===== src/rtl/scan_pkg.sv =====
// Shared types and helpers for the nested scan streamer: pattern modes, FSM
// states and the small pattern-select helper used by the generator.
package scan_pkg;

  localparam int SCAN_MODE_W = 2;

  typedef enum logic [SCAN_MODE_W-1:0] {
    PARITY     = 2'd0,
    INV_PARITY = 2'd1,
    INDEX      = 2'd2,
    GRAY       = 2'd3
  } scan_mode_e;

  typedef enum logic [1:0] {
    IDLE = 2'd0,
    RUN  = 2'd1,
    DONE = 2'd2
  } scan_state_e;

  // The two parity modes share one base value; only the inverting one flips it.
  function automatic logic scan_mode_inverts(input scan_mode_e m);
    return (m == INV_PARITY);
  endfunction

endpackage


===== src/rtl/scan_pattern_gen.sv =====
// Combinational pattern generator: maps an element index to its W-bit value
// for the selected mode, then adds the run offset modulo 2^W.
module scan_pattern_gen
  import scan_pkg::*;
#(
  parameter int IDX_W = 5,
  parameter int W     = 8
) (
  input  logic [IDX_W-1:0] n,
  input  scan_mode_e       mode,
  input  logic [W-1:0]     offset,
  output logic [W-1:0]     data
);

  logic [W-1:0] parity_val;
  logic [W-1:0] index_val;
  logic [W-1:0] gray_val;
  logic [W-1:0] pat;

  // Size casts zero-extend or truncate the index to the output width.
  assign index_val = W'(n);
  assign gray_val  = W'(n ^ (n >> 1));

  always_comb begin
    parity_val    = '0;
    parity_val[0] = n[0];
    pat           = parity_val;
    case (mode)
      PARITY, INV_PARITY: pat = scan_mode_inverts(mode) ? ~parity_val : parity_val;
      INDEX:              pat = index_val;
      GRAY:               pat = gray_val;
      default:            pat = parity_val;
    endcase
    data = pat + offset;
  end

endmodule


===== src/rtl/nested_scan_streamer.sv =====
// Walks a ROWS x COLS grid in row- or column-major order and streams one
// pattern element per valid/ready beat, with abort and a done pulse.
module nested_scan_streamer
  import scan_pkg::*;
#(
  parameter int ROWS = 4,
  parameter int COLS = 8,
  parameter int W    = 8
) (
  input  logic                                    clk,
  input  logic                                    rst,
  input  logic                                    start,
  input  logic                                    abort,
  input  logic [1:0]                              mode,
  input  logic                                    col_major,
  input  logic [W-1:0]                            offset,
  output logic                                    busy,
  output logic                                    done,
  output logic                                    out_valid,
  input  logic                                    out_ready,
  output logic [W-1:0]                            out_data,
  output logic [((ROWS > 1) ? $clog2(ROWS) : 1)-1:0] out_row,
  output logic [((COLS > 1) ? $clog2(COLS) : 1)-1:0] out_col,
  output logic                                    out_last
);

  localparam int IDX_W = ((ROWS * COLS) > 1) ? $clog2(ROWS * COLS) : 1;
  localparam int ROW_W = (ROWS > 1) ? $clog2(ROWS) : 1;
  localparam int COL_W = (COLS > 1) ? $clog2(COLS) : 1;
  localparam logic [ROW_W-1:0] ROW_MAX = ROW_W'(ROWS - 1);
  localparam logic [COL_W-1:0] COL_MAX = COL_W'(COLS - 1);

  scan_state_e      state_q, state_d;
  logic [ROW_W-1:0] row_q, row_d;
  logic [COL_W-1:0] col_q, col_d;
  scan_mode_e       mode_q, mode_d;
  logic             col_major_q, col_major_d;
  logic [W-1:0]     offset_q, offset_d;
  logic             busy_q, done_q, valid_q, last_q;
  logic [W-1:0]     data_q;
  logic [IDX_W-1:0] n_d;
  logic [W-1:0]     pat_d;
  logic             handshake;
  logic             at_last;

  assign handshake = valid_q && out_ready;
  assign at_last   = (row_q == ROW_MAX) && (col_q == COL_MAX);

  // Next-state, counter advance and start-time latching of the run settings.
  always_comb begin
    state_d     = state_q;
    row_d       = row_q;
    col_d       = col_q;
    mode_d      = mode_q;
    col_major_d = col_major_q;
    offset_d    = offset_q;
    case (state_q)
      IDLE: begin
        if (start) begin
          state_d     = RUN;
          row_d       = '0;
          col_d       = '0;
          mode_d      = scan_mode_e'(mode);
          col_major_d = col_major;
          offset_d    = offset;
        end
      end
      RUN: begin
        if (abort) begin
          state_d = IDLE;
          row_d   = '0;
          col_d   = '0;
        end else if (handshake) begin
          if (at_last) begin
            state_d = DONE;
            row_d   = '0;
            col_d   = '0;
          end else if (!col_major_q) begin
            if (col_q == COL_MAX) begin
              col_d = '0;
              row_d = row_q + 1'b1;
            end else begin
              col_d = col_q + 1'b1;
            end
          end else begin
            if (row_q == ROW_MAX) begin
              row_d = '0;
              col_d = col_q + 1'b1;
            end else begin
              row_d = row_q + 1'b1;
            end
          end
        end
      end
      DONE:    state_d = IDLE;
      default: state_d = IDLE;
    endcase
  end

  // The element index is order independent: row-major numbering always.
  assign n_d = IDX_W'(row_d) * IDX_W'(COLS) + IDX_W'(col_d);

  scan_pattern_gen #(
    .IDX_W (IDX_W),
    .W     (W)
  ) u_pattern (
    .n      (n_d),
    .mode   (mode_d),
    .offset (offset_d),
    .data   (pat_d)
  );

  // Outputs are registered from the next-state view so element (0,0) is
  // presented the cycle after start, and zeroed outside RUN.
  always_ff @(posedge clk or posedge rst) begin
    if (rst) begin
      state_q     <= IDLE;
      row_q       <= '0;
      col_q       <= '0;
      mode_q      <= PARITY;
      col_major_q <= 1'b0;
      offset_q    <= '0;
      busy_q      <= 1'b0;
      done_q      <= 1'b0;
      valid_q     <= 1'b0;
      last_q      <= 1'b0;
      data_q      <= '0;
    end else begin
      state_q     <= state_d;
      row_q       <= row_d;
      col_q       <= col_d;
      mode_q      <= mode_d;
      col_major_q <= col_major_d;
      offset_q    <= offset_d;
      busy_q      <= (state_d == RUN);
      done_q      <= (state_d == DONE);
      valid_q     <= (state_d == RUN);
      last_q      <= (state_d == RUN) && (row_d == ROW_MAX) && (col_d == COL_MAX);
      data_q      <= (state_d == RUN) ? pat_d : '0;
    end
  end

  assign busy      = busy_q;
  assign done      = done_q;
  assign out_valid = valid_q;
  assign out_data  = data_q;
  assign out_row   = row_q;
  assign out_col   = col_q;
  assign out_last  = last_q;

endmodule


===== config.mk =====
export PLATFORM = sky130hd
export DESIGN_NAME = nested_scan_streamer
export DESIGN_NICKNAME = d
export VERILOG_FILES = /design/src/rtl/scan_pkg.sv /design/src/rtl/scan_pattern_gen.sv /design/src/rtl/nested_scan_streamer.sv
export SDC_FILE = /design/constraint.sdc
export NUM_CORES = 1
export LEC_CHECK = 0
export ABC_AREA = 1
export ABC_CLOCK_PERIOD_IN_PS = 7900
export CORE_MARGIN = 1
export CORE_UTILIZATION = 23
export CTS_BUF_LIST = sky130_fd_sc_hd__clkbuf_4
export DETAILED_ROUTE_END_ITERATION = 7
export PLACE_DENSITY = 0.49
export SKIP_LAST_GASP = 1
export SYNTH_ARGS = -nofsm -noshare
export SYNTH_HDL_FRONTEND = slang
export SYNTH_SLANG_ARGS = --single-unit

===== constraint.sdc =====
create_clock -name clk -period 7.9 [get_ports clk]
set_input_delay 1.975 -clock clk [delete_from_list [all_inputs] [get_ports clk]]
set_output_delay 1.975 -clock clk [all_outputs]
set_load 0.05 [all_outputs]

==> results list <==
* Run status: finished, final reports clean
- Summed over all layers, the global routing overflow is 0.
- Maximum fanout count along the critical path: 6
- Across every metal layer, demand over resource in global routing totals 0.1195.
* Cell with the biggest individual delay on the critical path: sky130_fd_sc_hd__clkdlybuf4s50_1
- Async SR Flop Fraction: 1.000
- Among all cell types in the netlist, the one instantiated most often is sky130_fd_sc_hd__nand2_1.
* First-pass GRT wire length: around 7000 um
- Setup violations remaining at the end of the flow were counted as 0.
- In the synthesized netlist, the number of instances is 225.
- The detailed router finished its first iteration with 73 violations.
* Area delta synth->final: 26.69%
- TritonCTS built the clock tree.
* Setup clock skew after layout: about 9 ps
- Total cell area at the placement stage: 2185 sq um
* Overall Power: 0.5101 mW
- Fraction of final layout cells with drive strength greater than 1: 0.09924
- Of the total power, the share spent switching nets is 0.4306.
* Most area-hungry cell type in the Yosys netlist: sky130_fd_sc_hd__dfrtp_1
* Design internal power: around 0.29 mW
- The clock drives 29 sinks.
- Of the total power, the clock network draws 0.169.
- In this run the power density over the cells is between 200 and 250 nW/um^2.
* Post-route antenna net violation count: 0
* Initial antenna violation count: 0
- In this run the tool buffered the top-level ports with 32 buffer cells.
* Worst Path Arrival: ~4700 ps
- Total number of vias: about 1.5k
- Vias in the first global route: approximately 1.5k
* Warning count from the yosys run: 0
* 1st-pass router iterations: 4
* Maximum level of the CTS H-tree: 2
* VDD IR max: between 100 and 150 uV
- Share of the clock period used by the worst path: 0.5713
- The tightest min-delay check is of the reg -> reg type.
- Synthesized cell area: roughly 1800 sq um
- For this design the total switching power over the nets is roughly 0.22 mW.
- The most used flip-flop cell after synthesis is sky130_fd_sc_hd__dfrtp_1.
- The initialized floorplan defines 31 standard-cell rows.
- The finished layout holds between 300 and 400 standard cells, fillers aside.
- For the worst setup path, the data required time is just over 8000 ps.
- The die covers roughly 8000 sq um.
* Combinational cell fraction of total power: 0.467
- Worst-case setup margin in the final layout: 3387 ps
- For this configuration, the core starts out at a cell density of 0.2405.
- After clock tree synthesis, the flow added hold-fix buffers numbering 0.
- Post-layout utilization of the core: 0.3047
* CP cell instances: clkdlybuf4s50_1, nand2_1, inv_1, nand2_1, o21ai_0, nand2_1, nand2_1, nand2_1, nand2_1, ha_1, nor3_1, a21oi_1, ha_1, nand2_1, nor2_1, a21oi_1, nand3_2, nand2_1, nor2_1
- Detailed placement ended at an HPWL of 3300 um.
* Delay of the slowest cell on the worst path: about 460 ps
- Yosys reg bits: 29
- Clock insertion delay at the later pin of the skew report: about 330 ps
* Area of all placed cells without fillers: ~2200 sq um
* Number of vias per cell after detailed routing: 4.111
- Count of unique library cells instantiated by Yosys: 26
- CTS max path bufs: 2
* Routability congestion estimate from global placement: 0.8256
- Once the clock tree was built, the resizer swapped 0 gates to a different size.
- Placement-stage worst setup slack: between 3000 and 4000 ps
- In this run the static leakage power is ~1.1 nW.
- Worst setup SP type: input pin
- Number of pins exceeding their max-slew limit in the final report: 0
* Share of power burned in registers: 0.364
- RSZ-0062 raised after global routing: false
* Net count reported at finish: about 300
- Pin count of the biggest net entering global routing: 30
* Placed Instances: around 350
* Diodes inserted: 0
* Minimum clock period: roughly 4500 ps
* Number of fill cells: 788
* Number of maximum-capacitance constraint violations: 0
- CTS clock-pin slew for the worst setup and hold paths: approximately 90 ps
* Setup crit end kind: flop
- The number of nets handed over by synthesis was 255.
- The core region is 7331 sq um.
- WL final: roughly 4200 um
- EDFF count, synth: 0
- After detailed routing, the number of remaining DRC violations is 0.
- Clk Tree Root Cell: sky130_fd_sc_hd__clkbuf_4
* Post-route setup TNS: 0 ps
- Final hold analysis gives a worst-case slack of approximately 500 ps.
* Die height: roughly 90 um
- Average instance area after synthesis: 7.835 sq um
- Maximum clock frequency: 221.6 MHz
- For the pin with the worst max-slew slack, the measured transition is ~500 ps.
- The commonest cells after synthesis are sky130_fd_sc_hd__nand2_1 (79), sky130_fd_sc_hd__dfrtp_1 (29), sky130_fd_sc_hd__inv_1 (26).
- Cells taking the most area after synthesis: sky130_fd_sc_hd__dfrtp_1 (41%), sky130_fd_sc_hd__nand2_1 (17%), sky130_fd_sc_hd__ha_1 (9.2%)
* Endpoints failing hold: 0
* Yosys top cell area share: 0.4116
* Num ports: 33
- Of the synthesized area, sequential elements account for 0.4116.
- Die outline width: 89.55 um
- Detailed-route wire length per cell: between 10 and 15 um
- Num CTS Buffers: 5
- Setup Crit Path Kind: in -> reg
* Setup Fix Bufs, Post-CTS: 0
- Max-slew headroom: 0.6629
- Most frequent cell on the critical path: sky130_fd_sc_hd__nand2_1
cell type report:
class	instances	area [sq um]	area share
sequential	29	725.7	0.3249
clock inverter	1	3.754	0.001681
timing repair buffer	33	327.8	0.1468
inverter	30	115.1	0.05154
tap	99	123.9	0.05546
multi-input combinational	163	892.1	0.3994
clock buffer	6	45.04	0.02017
flip-flops by register name (all words and copies together) (netlist names):
name	flops
out_data	8
state_q	2
col_major_q	1
out_row	2
out_last	1
out_valid	1
offset_q	8
out_col	3
mode_q	2
done	1
per-layer routing:
metal | global-route usage | vias up | part of all wire
met5 | 0 | - | 0
met4 | 0.04329 | 0 | 0.016
met3 | 0.02770 | 8 | 0.042
met2 | 0.2039 | 35 | 0.47
met1 | 0.1467 | 660 | 0.47
li1 | - | 781 | -
worst paths after layout:
kind / end / start / depth (start not counted) / slack [ps]
min in group asynchronous: out_data[2] / rst / 3 / 2010
min reg2reg: offset_q[5] / offset_q[5] / 2 / 490
max: out_data[7] / out_ready / 19 / 3390
min: offset_q[5] / offset_q[5] / 2 / 490
max in group asynchronous: out_col[0] / rst / 3 / 5600
max reg2reg: out_data[4] / out_col[0] / 19 / 4820
power groups by stage:
stage | logic [mW] | registers, mW | clock network (mW)
after global routing | 0.267 | 0.188 | 0.0969
after global placement | 0.240 | 0.189 | 0
after detailed placement | 0.240 | 0.189 | 0
final | 0.238 | 0.186 | 0.0861
after floorplan | 0.119 | 0.241 | 0
after CTS | 0.241 | 0.186 | 0.0904
cell families (layout without fill, tap and decap cells):
logic type	Yosys count	count (layout)	synth area share
and+or+nand+nor	121	121	0.2981
buffers and inverters	33	70	0.08233
DFF	29	29	0.4116
AOI/OAI and AO/OA	27	27	0.09937
adders and majority gates	14	14	0.1036
xor gates and xnor gates	1	1	0.004969
critical path: cells and delay by family:
kind	cells	cell delay (ps)
buf+inv	2	630
simple gates	12	1070
compound gates	3	480
fa+ha+maj	2	590
cells in the final DEF (no fill, tap or decap):
master and count:
sky130_fd_sc_hd__nor2_1 12, sky130_fd_sc_hd__inv_4 1, sky130_fd_sc_hd__nand2_1 79, sky130_fd_sc_hd__fa_1 1, sky130_fd_sc_hd__nand2_4 1, sky130_fd_sc_hd__nand3_2 2
sky130_fd_sc_hd__o211ai_1 1, sky130_fd_sc_hd__inv_1 26, sky130_fd_sc_hd__nor3_1 5, sky130_fd_sc_hd__clkbuf_4 6, sky130_fd_sc_hd__or2_2 1, sky130_fd_sc_hd__nor2_4 1
sky130_fd_sc_hd__nand2_2 5, sky130_fd_sc_hd__o21ai_4 2, sky130_fd_sc_hd__o21ai_2 1, sky130_fd_sc_hd__xor2_1 1, sky130_fd_sc_hd__a21oi_4 1, sky130_fd_sc_hd__nand3b_1 1
sky130_fd_sc_hd__a21oi_1 12, sky130_fd_sc_hd__clkinv_1 1, sky130_fd_sc_hd__buf_4 1, sky130_fd_sc_hd__o21ai_0 10, sky130_fd_sc_hd__dfrtp_1 29, sky130_fd_sc_hd__nand3_1 13
sky130_fd_sc_hd__inv_2 3, sky130_fd_sc_hd__nor2_2 1, sky130_fd_sc_hd__clkdlybuf4s50_1 32, sky130_fd_sc_hd__ha_1 13
Note: power is estimated with default switching activity, not from simulation.
